--- src/rtl/tvip_axi_burst_addr_gen.sv ---
// Expands one AXI4 / AXI4-Lite address command into per-beat descriptors
// (address, index, last, strobe). Illegal commands produce an error pulse.
module tvip_axi_burst_addr_gen #(
  parameter int ADDR_WIDTH = 64,
  parameter int DATA_WIDTH = 32,
  parameter int ID_WIDTH   = 4,
  parameter int PROTOCOL   = 0,
  localparam int DB        = DATA_WIDTH / 8
) (
  input  logic                  aclk,
  input  logic                  areset_n,
  input  logic                  cmd_valid,
  output logic                  cmd_ready,
  input  logic [ID_WIDTH-1:0]   cmd_id,
  input  logic [ADDR_WIDTH-1:0] cmd_addr,
  input  logic [7:0]            cmd_len,
  input  logic [2:0]            cmd_size,
  input  logic [1:0]            cmd_burst,
  output logic                  beat_valid,
  input  logic                  beat_ready,
  output logic [ID_WIDTH-1:0]   beat_id,
  output logic [ADDR_WIDTH-1:0] beat_addr,
  output logic [7:0]            beat_idx,
  output logic                  beat_last,
  output logic [DB-1:0]         beat_strb,
  output logic                  err_valid,
  output logic [2:0]            err_code,
  output logic [ID_WIDTH-1:0]   err_id
);

  localparam int LOG2_DB = $clog2(DB);
  localparam logic [1:0] BURST_FIXED = 2'b00;
  localparam logic [1:0] BURST_INCR  = 2'b01;
  localparam logic [1:0] BURST_WRAP  = 2'b10;
  localparam logic [1:0] BURST_RSVD  = 2'b11;

  typedef enum logic {IDLE, BURST} state_t;

  state_t                state;
  logic [7:0]            r_len;
  logic [1:0]            r_burst;
  logic [ADDR_WIDTH-1:0] r_mask;
  logic [ADDR_WIDTH-1:0] r_span;
  logic [ADDR_WIDTH-1:0] r_lower;

  logic [7:0]            acc_len;
  logic [2:0]            acc_size;
  logic [1:0]            acc_burst;
  logic [ADDR_WIDTH-1:0] acc_mask;
  logic [ADDR_WIDTH-1:0] acc_span;
  logic [20:0]           end_off;
  logic [2:0]            acc_err;
  logic [ADDR_WIDTH-1:0] step;
  logic [ADDR_WIDTH-1:0] wrap_nxt;
  logic [ADDR_WIDTH-1:0] nxt_addr;
  logic                  cmd_fire;
  logic                  beat_fire;

  // AXI4-Lite commands are treated as a single full-width INCR beat.
  assign acc_len   = (PROTOCOL != 0) ? 8'd0 : cmd_len;
  assign acc_size  = (PROTOCOL != 0) ? 3'(LOG2_DB) : cmd_size;
  assign acc_burst = (PROTOCOL != 0) ? BURST_INCR : cmd_burst;
  assign acc_mask  = (ADDR_WIDTH'(1) << acc_size) - ADDR_WIDTH'(1);
  assign acc_span  = ADDR_WIDTH'({1'b0, acc_len} + 9'd1) << acc_size;
  assign end_off   = 21'(cmd_addr[11:0]) + 21'(acc_span)
                   - 21'(cmd_addr[11:0] & acc_mask[11:0]);

  assign cmd_ready = (state == IDLE) || (beat_valid && beat_ready && beat_last);
  assign cmd_fire  = cmd_valid && cmd_ready;
  assign beat_fire = beat_valid && beat_ready;

  always_comb begin
    acc_err = 3'd0;
    if (int'(acc_size) > LOG2_DB)
      acc_err = 3'd1;
    else if (acc_burst == BURST_RSVD)
      acc_err = 3'd5;
    else if (acc_burst == BURST_WRAP && !(acc_len inside {8'd1, 8'd3, 8'd7, 8'd15}))
      acc_err = 3'd2;
    else if (acc_burst == BURST_WRAP && (cmd_addr & acc_mask) != '0)
      acc_err = 3'd4;
    else if (acc_burst == BURST_INCR && end_off > 21'd4096)
      acc_err = 3'd3;
  end

  always_comb begin
    step     = r_mask + ADDR_WIDTH'(1);
    wrap_nxt = beat_addr + step;
    nxt_addr = beat_addr;
    case (r_burst)
      BURST_FIXED: nxt_addr = beat_addr;
      BURST_INCR:  nxt_addr = (beat_addr & ~r_mask) + step;
      BURST_WRAP:  nxt_addr = (wrap_nxt == r_lower + r_span) ? r_lower : wrap_nxt;
      default:     nxt_addr = beat_addr;
    endcase
  end

  // Lanes from the byte address up to the end of the aligned transfer slot.
  function automatic logic [DB-1:0] calc_strb(input logic [ADDR_WIDTH-1:0] a,
                                              input logic [ADDR_WIDTH-1:0] m);
    logic [ADDR_WIDTH-1:0] lo;
    logic [ADDR_WIDTH-1:0] hi;
    logic [DB-1:0]         s;
    lo = a & ADDR_WIDTH'(DB - 1);
    hi = ((a & ~m) & ADDR_WIDTH'(DB - 1)) + m;
    for (int i = 0; i < DB; i++)
      s[i] = (ADDR_WIDTH'(i) >= lo) && (ADDR_WIDTH'(i) <= hi);
    return s;
  endfunction

  always_ff @(posedge aclk or negedge areset_n) begin
    if (!areset_n) begin
      state      <= IDLE;
      r_len      <= '0;
      r_burst    <= '0;
      r_mask     <= '0;
      r_span     <= '0;
      r_lower    <= '0;
      beat_valid <= 1'b0;
      beat_id    <= '0;
      beat_addr  <= '0;
      beat_idx   <= '0;
      beat_last  <= 1'b0;
      beat_strb  <= '0;
      err_valid  <= 1'b0;
      err_code   <= '0;
      err_id     <= '0;
    end else begin
      err_valid <= 1'b0;
      if (beat_fire) begin
        if (beat_last) begin
          beat_valid <= 1'b0;
          state      <= IDLE;
        end else begin
          beat_addr <= nxt_addr;
          beat_idx  <= beat_idx + 8'd1;
          beat_last <= (beat_idx + 8'd1 == r_len);
          beat_strb <= calc_strb(nxt_addr, r_mask);
        end
      end
      // A new command can only be accepted in IDLE or on the final beat handshake.
      if (cmd_fire) begin
        if (acc_err == 3'd0) begin
          state      <= BURST;
          beat_valid <= 1'b1;
          beat_id    <= cmd_id;
          beat_addr  <= cmd_addr;
          beat_idx   <= 8'd0;
          beat_last  <= (acc_len == 8'd0);
          beat_strb  <= calc_strb(cmd_addr, acc_mask);
          r_len      <= acc_len;
          r_burst    <= acc_burst;
          r_mask     <= acc_mask;
          r_span     <= acc_span;
          r_lower    <= cmd_addr & ~(acc_span - ADDR_WIDTH'(1));
        end else begin
          err_valid <= 1'b1;
          err_code  <= acc_err;
          err_id    <= cmd_id;
        end
      end
    end
  end

endmodule
--- config.mk ---
export PLATFORM = sky130hd
export DESIGN_NAME = tvip_axi_burst_addr_gen
export DESIGN_NICKNAME = d
export VERILOG_FILES = /design/src/rtl/tvip_axi_burst_addr_gen.sv
export SDC_FILE = /design/constraint.sdc
export NUM_CORES = 1
export LEC_CHECK = 0
export BUFFER_PORTS_ARGS = -buffer_cell sky130_fd_sc_hd__buf_2
export CAP_MARGIN = 25
export CORE_UTILIZATION = 40
export DETAILED_ROUTE_END_ITERATION = 8
export HOLD_SLACK_MARGIN = 0.03
export SYNTH_ARGS = -nofsm -noshare
export SYNTH_HDL_FRONTEND = slang
export SYNTH_SLANG_ARGS = --single-unit
--- constraint.sdc ---
create_clock -name aclk -period 12.14 [get_ports aclk]
set_clock_uncertainty 0.1 [all_clocks]
set_input_delay 1.214 -clock aclk [delete_from_list [all_inputs] [get_ports aclk]]
set_output_delay 1.214 -clock aclk [all_outputs]
set_load 0.1 [all_outputs]
### Word-level counts from Yosys, hierarchy flattened

Index checks and enable logic that the tools add are counted.

* bits in latches: 0
* memories kept: 0
* bits in registers: 293
* RAM bits: 0
* ROM bits: 0

* div/mod/pow operators: 0
* mux-type cells: 33
* $add $sub $neg: 12
* multiply operators: 0
* bitwise operators: 11
* equality and inequality tests: 11
* shift-type cells: 2
* $lt $le $gt $ge: 18
* reductions and logical operators: 22

Operator list (count)
* two-way mux 64 bit: 5
* less-or-equal comparator 1 x 64 -> 1 bit, first input constant: 4
* less-or-equal comparator 2 x 64 -> 1 bit, first input constant: 4
* adder 64 bit: 3
* AND 64 bit: 3
* adder 2 x 64 -> 64 bit: 2
* inverter 64 bit: 2
* one-hot mux 64 bit (2 select lines): 1
* adder 64 x 1 -> 64 bit, second input constant: 1
* == test 64 bit: 1
* nonzero test 64 bit: 1
* << shifter 1 x 3 -> 64 bit, first input constant: 1
* << shifter 9 x 3 -> 64 bit: 1
* subtractor 64 x 1 -> 64 bit, second input constant: 1
* subtractor 64 x 2 -> 64 bit, second input constant: 1
* two-way mux 8 bit: 4
* adder 12 x 21 -> 21 bit: 1
* greater-than comparator 21 x 13 -> 1 bit, second input constant: 1
* subtractor 21 x 12 -> 21 bit: 1
* two-way mux 4 bit: 4
* logical AND 1 bit: 14
* two-way mux 1 bit: 14
* AND 12 bit: 1
* two-way mux 3 bit: 4
* other kinds (22): 34

### Depth between registers and ports, before layout

* depth after elaboration: 14
* mapped depth: 36
* mapped depth without buffers: 33

### Worst setup path before layout

No wires, ideal clock.

* path type: register to register
* start: register r_mask[2]
* end: register beat_strb[1]
* period minus slack after synthesis: 6.935 ns
* stages on the path, launching flop included: 30
* buffers on the path: 2
* setup slack: 5.205 ns
* arrival time: 6.707 ns
* library setup time: 0.128 ns
* path through: dfrtp_1 -> clkbuf_1 -> and4_1 -> nand3_1 -> nor2_1 -> and3_1 -> nand2_1 -> and2_1 -> a21o_1 -> ha_1 -> buf_2 -> nand4_1 -> nor3_1 -> o2bb2ai_1 -> a211oi_2 -> o21ai_1 -> a31o_2 -> nor4_1 -> nor3_1 -> or4bb_1 -> a21boi_0 -> nand4_2 -> mux2i_1 -> o311a_1 -> or2_2 -> ha_1 -> or3_1 -> a2111oi_0 -> o211a_1 -> o31ai_1

* cells in the longest elaborated chain, start to end: 13
* elaborated cells between the ends (all ways): 14
* classes of those cells: add/sub (3); order compare (2); eq/ne (1); mux (6); bitwise (1); reduce/logical (1)

Ends and longest elaborated chain
* start: declaration: RTL line 42 `logic [ADDR_WIDTH-1:0] r_mask;`
* start signal: assignment: RTL line 153 `r_mask <= acc_mask;`
* adder 64 x 1 -> 64 bit: RTL line 87 `step = r_mask + ADDR_WIDTH'(1);`
* adder 64 bit: RTL line 88 `wrap_nxt = beat_addr + step;`
* == test 64 bit: RTL line 93 `BURST_WRAP: nxt_addr = (wrap_nxt == r_lower + r_span) ? r_lower : wrap_nxt;`
* two-way mux 64 bit: RTL line 93
* one-hot mux 64 bit (2 select lines): RTL line 90 `case (r_burst)`
* AND 2 bit: RTL line 105 `hi = ((a & ~m) & ADDR_WIDTH'(DB - 1)) + m;`
* adder 2 x 64 -> 64 bit: RTL line 105
* less-or-equal comparator 1 x 64 -> 1 bit: RTL line 107 `s[i] = (ADDR_WIDTH'(i) >= lo) && (ADDR_WIDTH'(i) <= hi);`
* logical AND 1 bit (*): RTL line 107
* two-way mux 4 bit (*): RTL line 131 `if (beat_last) begin`
* two-way mux 4 bit (*): RTL line 130 `if (beat_fire) begin`
* two-way mux 4 bit: RTL line 143 `if (acc_err == 3'd0) begin`
* two-way mux 4 bit (*): RTL line 142 `if (cmd_fire) begin`
* end signal: assignment: RTL line 138 `beat_strb <= calc_strb(nxt_addr, r_mask);`
* end signal: assignment: RTL line 150 `beat_strb <= calc_strb(cmd_addr, acc_mask);`
* end: declaration: RTL line 25 `output logic [DB-1:0] beat_strb,`

Mark *: on every way between the ends. The rest lies on a longest branch, timed or not.
A chain may end at the register's enable or synchronous reset.

### Worst setup path in the final report

Ends and elaborated chain as after synthesis.

==> metrics.md <==
| Metric | Value |
|---|---|
| Post-DR wirelength/cell | 25.6 um |
| Largest family of logic cells by synthesized area | compound AO/OA/AOI/OAI gates |
| Compound-cell area share of the yosys netlist | 26.4% |
| Clock buffer count from CTS | 17 |
| Final setup fails | 0 |
| FF/Latch Area | roughly 4900 sq um |
| Post-CTS Hold Fix Bufs | 0 |
| Via count | about 26000 |
| Height of the die | 248 um |
| Area delta synth->final | 7.86% |
| Hold depth | 2 |
| Final period utilization | 76.8% |
| Post-synth cell types | 99 |
| CTS root buffer | clkbuf_16 |
| RR Startpoint | r_mask[2]$_DFFE_PN0P_ |
| # fillers | approximately 6300 |
| 1st-pass router iterations | 6 |
| Drt initial violations | 3335 |
| Antenna-violating nets left | 0 |
| HPWL Detailed | 84800 um |
| Busiest layer in global routing | met1 |
| Hold_sp | beat_id[0]$_DFFE_PN0P_ |
| Logic pwr share | 72.6% |
| Max clock buf depth | 2 |
| Leakage | between 10 and 15 nW |
| Post-synthesis mux area share | about 2.2% |
| Pwr dens | 290 nW/um^2 |
| Fin Setup TNS | 0 ns |
| Clock network fraction of total power | 7.9% |
| Asr flop ratio synth | 100% |
| Worst-Skew Late Latency | 0.53 ns |
| Syn avg cell area | 7.40 sq um |
| Clk sinks | 196 |
| Critical Path RT | 12.43 ns |
| Xor/xnor share of the synthesized area | 10.5% |
| Yosys top cell area share | between 20% and 30% |
| Largest cells by area after synthesis | dfrtp_1 20%, ha_1 9.7%, nand2_1 8.1% |
| Worst r2r path cells | 27 |
| Status | finished, final reports clean |
| Crit Path Max Fanout | 22 |
| VDD IR max | 0.245 mV |
| Die ar. | 61700 sq um |
| NumNets Final | 3594 |
| Initial core utilization | approximately two fifths |
| Yosys warning total | 0 |
| Crit path kind | reg -> reg |
| Vias in the first global route | roughly 23000 |
| Post-Synth Simple-Gate Area | between 20% and 30% |
| Row cnt | 89 |
| Pint | 2.84 mW |
| RD Place Congestion | 1.04 |
| Critical Path End Type | flip-flop |
| Post-Synthesis Cells | 3281 |
| First-pass GRT wire length | 153000 um |
| Synth Area in Adders | approximately 10% |
| F_max | 0.107 GHz |
| Share of cells above drive strength 1 | under 10% |
| Crit path launch | r_mask[2]$_DFFE_PN0P_ |
| Crit path arrival time | around 9.6 ns |
| Reg power frac | 19.5% |
| RSZ-0062 raised after global routing | no |
| Slew HR | 29.4% |
| Postcts setup bufs | 0 |
| H-tree depth | 4 |
| Pin count of the biggest net entering global routing | 87 |
| Switching share of power | a little over three fifths |
| Reg clk slew, reported paths | 0.08 ns |
| Post-Layout Cell Count | about 4000 |
| Die X | 248 um |
| Global routing usage on met3 | 12.2% |
| # IOs | 176 |
| Synth Flop Type | dfrtp_1 |
| HP Class | reg -> reg |
| Max Slew Vio Count | 0 |
| DRC | 0 |
| Largest area contributor in the netlist | dfrtp_1 |
| Total track usage | 33.9% |
| CTS tree | done |
| Multi-input logic area | 18200 sq um |
| Final Instance Area | 26200 sq um |
| Core Area | 59500 sq um |
| Tightest Pin Transition | approximately 1.1 ns |
| GR Overflow Total | 0 |
| Number of flops mapped to enable cells by yosys | 0 |
| Initial antenna violation count | 3 |
| Period minus WS final | 9.32 ns |
| Total wire length | 105000 um |
| Vias per cell | 6.31 |
| Max-Cap Viols | 0 |
| GRT met1 Usage | 51.9% |
| Area of placed instances | 25600 sq um |
| Critical path startpoint category | flip-flop |
| Post_cts resized | 0 |
| P_sw | 4.75 mW |
| Hold Fails Final Rpt | 0 |
| Port bufs | between 150 and 200 |
| Placed cells | 4070 |
| Yosys reg bits | 196 |
| Sequential element share of the synthesized area | 20.2% |
| Syn Std Cell Area | approximately 24000 sq um |
| Routing usage on met2 | 42.9% |
## metrics by stage
| step | total power [mW] | setup WS (ns) | hold WS (ns) | utilization, % |
|---|---|---|---|---|
| floorplan | 5.18 | 5.20 | 0.352 | - |
| global placement | 6.78 | 3.39 | 0.359 | 43.0 |
| detailed placement | 6.76 | 3.07 | 0.361 | 43.0 |
| CTS | 7.38 | 3.07 | 0.385 | 44.0 |
| global route | 7.96 | 2.46 | 0.403 | 44.0 |
| finish | 7.58 | 2.82 | 0.376 | 44.0 |
## routing by layer
metal  up-vias  routed length [um]
li1      12000                   -
met1     12400               48900
met2      1406               39000
met3       136               14700
met4         2                2580
met5         -                  13
## state kept, by name (all words and copies together) (netlist names)
name,flops
beat_addr,64
r_lower,64
r_span,16
r_mask,15
beat_idx,8
r_len,8
beat_id,4
beat_strb,4
err_id,4
err_code,3
r_burst,2
beat_last,1
beat_valid,1
err_valid,1
state,1
## critical path: stages (launching register included)
cell	delay, ns
dfrtp_1	0.52
and4_1	0.29
nand3_1	0.11
nor2_1	0.31
and3_1	0.27
nand2_1	0.20
and2_1	0.38
a21o_1	0.25
ha_1	0.53
nand4_1	0.22
nor3_1	0.46
o2bb2ai_1	0.25
a211oi_2	0.12
o21ai_1	0.57
a31o_2	0.32
nor4_1	0.08
nor3_1	0.28
or4bb_1	0.50
a21boi_0	0.38
nand4_4	0.48
mux2i_1	0.25
o311a_1	0.20
or2_2	0.30
ha_1	0.31
or3_1	0.31
a2111oi_0	0.87
o211a_1	0.26
o31ai_1	0.06
## layout make-up
class                   instances  area share [%]
clock inverters                14           0.602
repair buffers                199            4.07
diodes                          3          0.0287
flip-flops and latches        196            18.7
inverters                     110            1.58
multi-input cells            2792            69.7
well taps                     773            3.69
clock buffers                  18            1.64
## power groups by stage
stage               combinational [mW]  clock, mW  sequential [mW]
floorplan                         2.97          0             2.21
global placement                  5.33          0             1.45
detailed placement                5.30          0             1.45
CTS                               5.33      0.609             1.44
global route                      5.84      0.631             1.49
finish                            5.51      0.599             1.48
## cell usage in the layout, fill, tap and decap left out, drive strengths merged, types with 27 or more instances in the layout
cell type / Yosys / final
nor2b: 95 / 95
buf: 46 / 199
and3: 42 / 42
o31ai: 47 / 47
mux2i: 33 / 33
xor2: 87 / 87
a211oi: 27 / 27
a21o: 86 / 86
and2: 55 / 55
nand4: 74 / 74
o21a: 30 / 30
a221oi: 54 / 54
o21ai: 289 / 289
a31oi: 32 / 32
a21oi: 221 / 221
inv: 109 / 118
nand2: 521 / 521
xnor2: 176 / 176
nor3: 67 / 67
nand3: 73 / 73
nor4: 28 / 28
dfrtp: 196 / 196
ha: 189 / 189
nand2b: 35 / 35
nor2: 194 / 194
## path summary, 6_finish.rpt
path / to / slack (ns)
setup / recovery: beat_strb[1]$_DFF_PN0_ / 2.82
hold / removal: beat_id[0]$_DFFE_PN0P_ / 0.38
hold reg to reg: beat_id[0]$_DFFE_PN0P_ / 0.38
min in group asynchronous: r_len[6]$_DFFE_PN0P_ / 0.56
setup reg to reg: beat_strb[1]$_DFF_PN0_ / 2.82
max in group asynchronous: beat_addr[50]$_DFF_PN0_ / 10.01
## cells by family (layout without fill, tap and decap cells)
family	count (synthesis)	in the layout
AO/OA/AOI/OAI	991	991
XOR/XNOR	274	274
adder cells (fa/ha/maj)	193	193
buffers and inverters	294	341
flip-flops	196	196
multiplexers	50	50
other	1	5
AND/OR/NAND/NOR	1282	1282
## cell usage after synthesis (all sizes together) (12+ instances only)
cell     instances
or3             20
buf             46
xnor2          176
ha             189
o31ai           47
nor2           194
a21o            86
and3            42
mux2            15
nor2b           95
a2111oi         14
a221oi          54
nand2          521
xor2            87
inv            109
and4            14
a31oi           32
a21boi          12
mux2i           33
clkbuf         138
o21ai          289
nand2b          35
a21oi          221
a211oi          27
nand4           74
nor4            28
o22ai           24
o21a            30
and2            55
or2             16
nand3b          12
dfrtp          196
nor3            67
nand3           73
o21bai          22
o211ai          24
Note: power is estimated with default switching activity, not from simulation.
